$ cat config.mk
export PLATFORM = sky130hd
export DESIGN_NAME = ebus_dev_responder
export DESIGN_NICKNAME = d
export VERILOG_FILES = /design/src/rtl/ebus_pkg.sv /design/src/rtl/ebus_pi_req.sv /design/src/rtl/ebus_dev_responder.sv
export SDC_FILE = /design/constraint.sdc
export NUM_CORES = 1
export LEC_CHECK = 0
export CORE_MARGIN = 8
export CORE_UTILIZATION = 44
export CTS_BUF_LIST = sky130_fd_sc_hd__clkbuf_8
export DETAILED_ROUTE_END_ITERATION = 10
export PLACE_DENSITY = 0.94
export SLEW_MARGIN = 30
export SYNTH_ARGS = -nofsm -noshare
export SYNTH_HDL_FRONTEND = slang
export SYNTH_SLANG_ARGS = --single-unit
$ cat constraint.sdc
create_clock -name clk_ebus_h -period 3.05 [get_ports clk_ebus_h]
set_input_delay 0.4575 -clock clk_ebus_h [delete_from_list [all_inputs] [get_ports clk_ebus_h]]
set_output_delay 0.4575 -clock clk_ebus_h [all_outputs]
set_load 0.005 [all_outputs]
$ cat src/rtl/ebus_pkg.sv
// Shared EBUS responder types: function codes, FSM states and the 36-bit word.
// Vector bit [35-n] carries EBUS bit n, so EBUS bits 33:35 map to [2:0].
package ebus_pkg;

  typedef logic [35:0] ebus_word_t;

  typedef enum logic [2:0] {
    FUNC_CONO     = 3'd0,
    FUNC_CONI     = 3'd1,
    FUNC_DATAO    = 3'd2,
    FUNC_DATAI    = 3'd3,
    FUNC_PI_SERVE = 3'd4
  } ebus_func_t;

  typedef enum logic [1:0] {
    ST_IDLE    = 2'd0,
    ST_WAIT    = 2'd1,
    ST_XFER    = 2'd2,
    ST_RELEASE = 2'd3
  } ebus_state_t;

  localparam ebus_word_t PIA_FIELD_MASK = 36'o000000_000007;

  function automatic logic is_write_func(input logic [2:0] func);
    return (func == FUNC_CONO) || (func == FUNC_DATAO);
  endfunction

endpackage

$ cat src/rtl/ebus_pi_req.sv
// PI request mapping: the registered device request is steered onto the
// request line of the assigned PI level; level 0 means no level assigned.
module ebus_pi_req
  import ebus_pkg::*;
(
  input  logic       clk_ebus_h,
  input  logic       mr_reset_h,
  input  logic [2:0] pia,
  input  logic       int_req_h,
  output logic [6:0] pi_h
);

  logic       int_req_q;
  logic [2:0] line_sel;

  always_ff @(posedge clk_ebus_h) begin
    if (mr_reset_h) begin
      int_req_q <= 1'b0;
    end else begin
      int_req_q <= int_req_h;
    end
  end

  always_comb begin
    pi_h     = '0;
    line_sel = pia - 3'd1;
    if (pia != 3'd0) begin
      pi_h[line_sel] = int_req_q;
    end
  end

endmodule

$ cat src/rtl/ebus_dev_responder.sv
// EBUS device responder: answers CONO/CONI/DATAO/DATAI/PI-serve for one
// controller select. Optional EBUS_PARITY_EN adds odd data parity.
module ebus_dev_responder
  import ebus_pkg::*;
#(
  parameter logic [6:0] DEV_CS   = 7'o040,
  parameter logic [3:0] XFER_DLY = 4'd2
) (
  input  logic        clk_ebus_h,
  input  logic        mr_reset_h,
  input  logic [6:0]  ebus_cs_h,
  input  logic [2:0]  ebus_func_h,
  input  logic        ebus_demand_h,
  input  logic [2:0]  ebus_pi_lvl_h,
  input  logic [35:0] ebus_d_in_h,
  output logic        ebus_xfer_h,
  output logic [35:0] ebus_d_out_h,
  output logic        ebus_d_oe_h,
  output logic [6:0]  ebus_pi_h,
  input  logic [35:0] dev_coni_h,
  input  logic [35:0] dev_datai_h,
  input  logic        dev_int_req_h,
  input  logic [35:0] dev_int_vec_h,
  output logic [35:0] dev_wdata_h,
  output logic        dev_cono_h,
  output logic        dev_datao_h,
  output logic        dev_datai_rd_h,
  output logic        dev_int_ack_h
`ifdef EBUS_PARITY_EN
  ,
  input  logic        ebus_par_in_h,
  output logic        ebus_par_out_h,
  output logic        dev_par_err_h
`endif
);

  ebus_state_t state;
  ebus_func_t  func_q;
  ebus_word_t  data_q;
  logic [3:0]  dly_cnt;
  logic [2:0]  pia;
  logic        demand_q;
  logic        accept;
  logic        wr_ok;

`ifdef EBUS_PARITY_EN
  logic        par_bad_q;
  logic        rx_par_bad;

  assign rx_par_bad = is_write_func(ebus_func_h) && !(^{ebus_d_in_h, ebus_par_in_h});
  assign wr_ok      = !par_bad_q;
`else
  assign wr_ok      = 1'b1;
`endif

  always_comb begin
    accept = 1'b0;
    if (ebus_demand_h && !demand_q && (ebus_cs_h == DEV_CS)) begin
      case (ebus_func_h)
        FUNC_CONO, FUNC_CONI, FUNC_DATAO, FUNC_DATAI: accept = 1'b1;
        FUNC_PI_SERVE: accept = (pia != 3'd0) && (ebus_pi_lvl_h == pia) && dev_int_req_h;
        default:       accept = 1'b0;
      endcase
    end
  end

  // demand_q tracks the bus even during reset so a demand held across
  // reset release is not mistaken for a fresh edge.
  always_ff @(posedge clk_ebus_h) begin
    demand_q <= ebus_demand_h;
    if (mr_reset_h) begin
      state          <= ST_IDLE;
      func_q         <= FUNC_CONO;
      data_q         <= '0;
      dly_cnt        <= '0;
      pia            <= '0;
      dev_wdata_h    <= '0;
      dev_cono_h     <= 1'b0;
      dev_datao_h    <= 1'b0;
      dev_datai_rd_h <= 1'b0;
      dev_int_ack_h  <= 1'b0;
`ifdef EBUS_PARITY_EN
      par_bad_q      <= 1'b0;
      dev_par_err_h  <= 1'b0;
`endif
    end else begin
      dev_cono_h     <= 1'b0;
      dev_datao_h    <= 1'b0;
      dev_datai_rd_h <= 1'b0;
      dev_int_ack_h  <= 1'b0;
`ifdef EBUS_PARITY_EN
      dev_par_err_h  <= 1'b0;
`endif
      case (state)
        ST_IDLE: begin
          if (accept) begin
            state   <= ST_WAIT;
            dly_cnt <= XFER_DLY;
            func_q  <= ebus_func_t'(ebus_func_h);
            data_q  <= ebus_d_in_h;
`ifdef EBUS_PARITY_EN
            par_bad_q <= rx_par_bad;
`endif
          end
        end
        ST_WAIT: begin
          if (!ebus_demand_h) begin
            state <= ST_IDLE;
          end else if (dly_cnt == 4'd0) begin
            state <= ST_XFER;
            case (func_q)
              FUNC_CONO: begin
                if (wr_ok) begin
                  dev_cono_h  <= 1'b1;
                  dev_wdata_h <= data_q;
                  pia         <= data_q[2:0];
                end
              end
              FUNC_DATAO: begin
                if (wr_ok) begin
                  dev_datao_h <= 1'b1;
                  dev_wdata_h <= data_q;
                end
              end
              FUNC_DATAI:    dev_datai_rd_h <= 1'b1;
              FUNC_PI_SERVE: dev_int_ack_h  <= 1'b1;
              default: ;
            endcase
`ifdef EBUS_PARITY_EN
            dev_par_err_h <= par_bad_q;
`endif
          end else begin
            dly_cnt <= dly_cnt - 4'd1;
          end
        end
        ST_XFER: begin
          if (!ebus_demand_h) begin
            state <= ST_RELEASE;
          end
        end
        ST_RELEASE: state <= ST_IDLE;
        default:    state <= ST_IDLE;
      endcase
    end
  end

  // Read data is sampled live for the whole XFER window.
  always_comb begin
    ebus_xfer_h  = (state == ST_XFER);
    ebus_d_oe_h  = 1'b0;
    ebus_d_out_h = '0;
    if (state == ST_XFER) begin
      case (func_q)
        FUNC_CONI: begin
          ebus_d_oe_h  = 1'b1;
          ebus_d_out_h = (dev_coni_h & ~PIA_FIELD_MASK) | {33'd0, pia};
        end
        FUNC_DATAI: begin
          ebus_d_oe_h  = 1'b1;
          ebus_d_out_h = dev_datai_h;
        end
        FUNC_PI_SERVE: begin
          ebus_d_oe_h  = 1'b1;
          ebus_d_out_h = dev_int_vec_h;
        end
        default: ;
      endcase
    end
  end

`ifdef EBUS_PARITY_EN
  assign ebus_par_out_h = ebus_d_oe_h ? ~(^ebus_d_out_h) : 1'b0;
`endif

  ebus_pi_req u_pi_req (
    .clk_ebus_h (clk_ebus_h),
    .mr_reset_h (mr_reset_h),
    .pia        (pia),
    .int_req_h  (dev_int_req_h),
    .pi_h       (ebus_pi_h)
  );

endmodule

# Word-level counts from Yosys, hierarchy flattened
# Index checks and enable logic that the tools add are counted.
# Widths: inputs -> output; s select.
dict set report totals {
  ff_bits 90
  output_inout_bits 85
  in_bits 161
}
dict set report op_classes {
  n_bitwise 5
  reduce_logical 21
  n_eq_ne 18
  muxes 22
  order_cmp 2
  add_sub_neg 2
}
# op n
set op_table {}
lappend op_table {{$pmux 36 s3} 1}
lappend op_table {{$mux 36} 1}
lappend op_table {{$or 36x3->36} 1}
lappend op_table {{$eq 3x2->1 const B} 4}
lappend op_table {{$mux 4} 3}
lappend op_table {{$reduce_and 4->1} 3}
lappend op_table {{$mux 1} 8}
lappend op_table {{$mux 2} 4}
lappend op_table {{$ne 2x2->1 const B} 4}
lappend op_table {{$pmux 2 s4} 1}
lappend op_table {{$pmux 4 s2} 1}
lappend op_table {{$reduce_or 4->1} 2}
lappend op_table {{$and 7x7->7} 1}
lappend op_table {{$eq 7x6->1 const B} 1}
lappend op_table {{$mux 7} 1}
lappend op_table {{$eq 3x1->1 const B} 2}
lappend op_table {{$eq 3x3->1 const B} 2}
lappend op_table {{$logic_not 3->1} 2}
lappend op_table {{$logic_and 1x1->1} 5}
lappend op_table {{$eq 2x2->1 const B} 2}
lappend op_table {{$logic_not 4->1} 1}
lappend op_table {{$lt 3x4->1 const B} 1}
lappend op_table {{$sub 4x1->4 const B} 1}
lappend op_table {{$demux 1 s3} 1}
lappend op_table {{15 further kinds} 17}

# Logic depth before layout (Yosys ltp)
dict set report depth {
  depth_word 7
  depth_mapped 9
  mapped_depth_nobuf 6
}

# Modules after synthesis
# Synthesis repeated with hierarchy kept, for this count alone.
dict set report hier_totals {
  cells_unflattened 590
  area_unflattened_um2 4466.8
}
# module n_inst cells_each area_each_um2 seq_area_each_um2
set by_module_without_submodules {}
lappend by_module_without_submodules {ebus_dev_responder 1 569 4296.6 1781.7}
lappend by_module_without_submodules {ebus_pi_req 1 21 170.2 20.0}

# Worst setup path before layout
# OpenSTA, ideal clock, no wires.
dict set report synth_path {
  path_type {register -> register}
  from {register pia[0]}
  to {register data_q[32]}
  path_stages_with_launch 10
  period_less_slack_ps 1964
  t_required_ps 2978
  arrival_time_ps 1892
  path_slack_ps 1086
  cell_sequence {dfxtp_1 > clkbuf_1 > inv_1 > ha_1 > nand2b_1 > nand3_1 > o41ai_1 > buf_4 > buf_4 > mux2i_1}
}
dict set report synth_between {
  elab_chain_len 6
  word_cells_on_any_way 7
  classes_between {eq/ne (1); mux (2); reduce/logical (4)}
}
# element line
set synth_rtl {}
lappend synth_rtl {{start, declared} ebus_dev_responder.sv:41} ;# logic [2:0] pia;
lappend synth_rtl {{start signal, assigned} ebus_dev_responder.sv:116} ;# pia <= data_q[2:0];
lappend synth_rtl {{$eq 3x3->1 / $reduce_bool 3->1 (equally long branches)} ebus_dev_responder.sv:61} ;# FUNC_PI_SERVE: accept = (pia != 3'd0) && (ebus_pi_lvl_h == pia) && dev_int_req_h;
lappend synth_rtl {{$logic_and 1x1->1 * (2 in a row)} ebus_dev_responder.sv:61}
lappend synth_rtl {{$pmux 1 s2 *} ebus_dev_responder.sv:59} ;# case (ebus_func_h)
lappend synth_rtl {{$mux 1 *} ebus_dev_responder.sv:58} ;# if (ebus_demand_h && !demand_q && (ebus_cs_h == DEV_CS)) begin
lappend synth_rtl {{$reduce_and 2->1 (no line) *} -}
lappend synth_rtl {{end signal, assigned} ebus_dev_responder.sv:100} ;# data_q <= ebus_d_in_h;
lappend synth_rtl {{end, declared} ebus_dev_responder.sv:39} ;# ebus_word_t data_q;
# Every way passes the cells marked *; elsewhere a longest branch is shown, timed or not.
# A chain may end at the register's enable or synchronous reset.

# Worst setup path in the final report
dict set report layout_path {
  from {register pia[0]}
  to {output ebus_pi_h[3]}
}
dict set report layout_between {
  elab_chain_len 7
  word_cells_on_any_way 9
  classes_between {add/sub (1); order compare (2); mux (3); bitwise (1); reduce/logical (2)}
}
# element line
set layout_rtl {}
lappend layout_rtl {{$sub 3x1->3} ebus_pi_req.sv:26} ;# line_sel = pia - 3'd1;
lappend layout_rtl {{$lt 3x4->1 (implied by the code) / $ge 3x1->1 (equally long branches)} ebus_pi_req.sv:28} ;# pi_h[line_sel] = int_req_q;
lappend layout_rtl {{$logic_and 1x1->1 (implied by the code)} ebus_pi_req.sv:28}
lappend layout_rtl {{$mux 1 (implied by the code)} ebus_pi_req.sv:28}
lappend layout_rtl {{$demux 1 s3} -}
lappend layout_rtl {{$and 7x7->7 (no line)} -}
lappend layout_rtl {{$mux 7 *} ebus_pi_req.sv:27} ;# if (pia != 3'd0) begin
lappend layout_rtl {{end, declared} ebus_dev_responder.sv:19} ;# output logic [6:0] ebus_pi_h,
# Marked as above.

==> results.sh <==
export IMPL_status="finished, final reports clean"
export IMPL_setup_viol=0
export IMPL_path_class="flop to primary output"
export IMPL_num_vias=4795
export IMPL_layout_commonest_cell="clkdlybuf4s50_1"
export IMPL_overflow=0
export IMPL_fmax_ghz=0.357
export IMPL_fin_nets=962
export IMPL_maxCapViolCount=0
export IMPL_critPathLaunchType="flop"
export IMPL_antenna_found_initial=0
export IMPL_syn_nets=743
export IMPL_finalHoldViolations=0
export IMPL_avgRoutedWirePerCell_um=17.4
export IMPL_track_usage_pct=22.5
export IMPL_p_sw_share_pct=22.6
export IMPL_synth_top_family_by_area="simple AND/OR/NAND/NOR gates"
export IMPL_async_flop_share_pct=0
export IMPL_synth_cells=579
export IMPL_power_density_nw_per_um2=308
export IMPL_port_buffers=242
export IMPL_synth_edf_count=0
export IMPL_ant_nets=0
export IMPL_worst_path_max_fanout=9
export IMPL_cts_buffers=9
export IMPL_drive_gt1_share_pct=6.85
export IMPL_drtIter0Drc=335
export IMPL_grt_first_pass_wirelength_um=25500
export IMPL_grt_pass1_vias=4779
export IMPL_cts_tree="yes"
export IMPL_yosys_warnings=0
export IMPL_endpoint_kind="primary output"
export IMPL_synth_compound_area_share_pct=9.03
export IMPL_yosysSeqAreaShare_pct=39.6
export IMPL_synth_xor_area_share_pct=1.16
export IMPL_p_seq_share_pct=53.1
export IMPL_syn2layout_area_growth_pct=58.2
export IMPL_finalInstanceArea_um2=7190
export IMPL_routed_wl_um=16400
export IMPL_synth_fa_ha_area_share_pct=0.826
export IMPL_switchingPower_w=0.000500
export IMPL_drv_slew=0
export IMPL_clockBufferDepth=2
export IMPL_vias_per_cell=5.11
export IMPL_critical_path_required_ns=2.59
export IMPL_row_count=37
export IMPL_r2r_cells=6
export IMPL_initial_core_util_pct=44.6
export IMPL_cts_hold_fix_buffers=0
export IMPL_path_clk_slew_ns=0.09
export IMPL_antenna_cells=0
export IMPL_cts_root_buf="clkbuf_8"
export IMPL_worstMarginPinSlew_ns=0.578
export IMPL_power_leakage_nw=2.36
export IMPL_ir_worst_vdd_v=0.000247
export IMPL_layout_common_cells="241 x clkdlybuf4s50_1, 132 x nand2_1, 89 x dfxtp_1, 82 x nor2_1, 79 x mux2i_1"
export IMPL_drc=0
export IMPL_dpl_cell_area_um2=7000
export IMPL_io_pins=246
export IMPL_die_area_um2=13800
export IMPL_gp_congestion=0.869
export IMPL_hold_class="flop to flop"
export IMPL_fp_dieW_um=118
export IMPL_syn_avg_cell_area_um2=7.85
export IMPL_dp_final_hpwl_um=12700
export IMPL_die_h_um=118
export IMPL_clock_sinks=90
export IMPL_clock_skew_ns=0.0172
export IMPL_post_cts_resized=0
export IMPL_min_period_ns=2.80
export IMPL_synthSimpleGateAreaFrac_pct=26.0
export IMPL_rsz0062_at_grt="false"
export IMPL_first_pass_iters=4
export IMPL_htreeDepth=3
export IMPL_clk_latency_ns=0.36
export IMPL_p_int_w=0.00171
export IMPL_coreArea_um2=10200
export IMPL_r2r_slack_ns=0.85
export IMPL_p_clk_share_pct=34.6
export IMPL_post_cts_buffers=0
export IMPL_synth_cell_types=36
export IMPL_synthMuxAreaShare_pct=17.4
export IMPL_combPwrFrac_pct=12.3
export IMPL_period_share_pct=91.9
export IMPL_ys_flop_type="dfxtp_1"
export IMPL_grt_start_max_net_pins=55
export IMPL_ys_ff_latch=90
export IMPL_critPathArrivalTime_ns=2.35
export IMPL_relSlewSlack_pct=61.5
export IMPL_fillers=732
export IMPL_setup_tns_ns=0
export IMPL_syn_cell_area_um2=4550
export IMPL_worstHoldPathCells=2
==> state kept, by name (all words and copies together), names as in the netlist, named ones only <==
signal / cells
demand_q: 1
pia: 3
dev_datai_rd_h: 1
dly_cnt: 4
dev_cono_h: 1
dev_wdata_h: 36
data_q: 36
func_q: 3
state: 1
dev_datao_h: 1
dev_int_ack_h: 1
u_pi_req.int_req_q: 1
==> path summary, 6_finish.rpt <==
kind,start,endpoint
max reg2reg,dly_cnt[0]$_SDFFE_PP0P_,dev_wdata_h[12]$_SDFFE_PP0P_
min reg2reg,data_q[33]$_SDFFE_PP0P_,dev_wdata_h[33]$_SDFFE_PP0P_
max,pia[0]$_SDFFE_PP0P_,ebus_pi_h[3]
min,data_q[33]$_SDFFE_PP0P_,dev_wdata_h[33]$_SDFFE_PP0P_
==> worst max-delay path: stages (launching register included) <==
cell,delay (ns)
dfxtp_1,0.51
inv_1,0.11
ha_1,0.25
nor3_1,0.17
a21oi_1,0.10
nor4b_1,0.28
clkdlybuf4s50_1,0.57
==> power by group through the flow <==
stage,logic [W],registers [W],clock network [W]
2_1_floorplan,0.0000531,0.00120,0
3_3_place_gp,0.000266,0.00120,0
3_5_place_dp,0.000271,0.00120,0
4_1_cts,0.000273,0.00118,0.000783
5_1_grt,0.000290,0.00118,0.000825
6_report,0.000272,0.00118,0.000766
==> stage by stage <==
| step | total power [W] | hold WS, ns | instances | utilization [%] | worst slack [ns] |
|---|---|---|---|---|---|
| CTS | 0.00223 | 0.453 | 939 | 70.6 | 0.235 |
| global route | 0.00229 | 0.474 | 939 | 70.6 | 0.0570 |
| global placement | 0.00147 | 0.437 | 923 | 68.8 | 0.540 |
| detailed placement | 0.00148 | 0.446 | 923 | 68.8 | 0.449 |
| floorplan | 0.00126 | 0.432 | 579 | - | 1.09 |
| finish | 0.00221 | 0.448 | 939 | 70.6 | 0.246 |
==> logic make-up after synthesis <==
| group | after synthesis |
|---|---|
| and+or+nand+nor | 269 |
| DFF | 90 |
| AOI/OAI and AO/OA | 79 |
| muxes | 79 |
| buffers and inverters | 53 |
| xor gates and xnor gates | 6 |
| adders and majority gates | 3 |
==> layer usage <==
| layer | global-route usage (%) | share of wire, % |
|---|---|---|
| met1 | 23.9 | 39 |
| met2 | 40.1 | 49 |
| met3 | 7.43 | 8.6 |
| met4 | 9.53 | 3.3 |
| met5 | 0 | 0 |
==> Yosys cell counts, types with 2 or more instances <==
cell / n / area, um^2
clkbuf_1: 24 / 90.1
nand3_1: 4 / 20.0
buf_4: 2 / 15.0
mux2i_1: 79 / 791
xor2_1: 4 / 35.0
buf_1: 3 / 11.3
nand2b_1: 3 / 18.8
a21oi_1: 74 / 370
nor3_1: 12 / 60.1
xnor2_1: 2 / 17.5
ha_1: 3 / 37.5
nor3b_1: 2 / 15.0
buf_6: 7 / 78.8
nand2_1: 132 / 495
inv_1: 8 / 30.0
o31a_1: 2 / 17.5
nor2_1: 82 / 308
nand2_2: 20 / 125
buf_2: 8 / 40.0
dfxtp_1: 90 / 1800
nor4b_1: 3 / 26.3
==> final cells by class <==
type,count,area [um^2],area share [%]
clock buffer,11,151,2.11
sequential,90,1800,25.1
tap,136,170,2.37
inverter,9,33.8,0.470
timing repair buffer,252,2500,34.8
clock inverter,5,37.5,0.522
multi-input combinational,436,2490,34.6
Power figures use the tool's default switching activity.
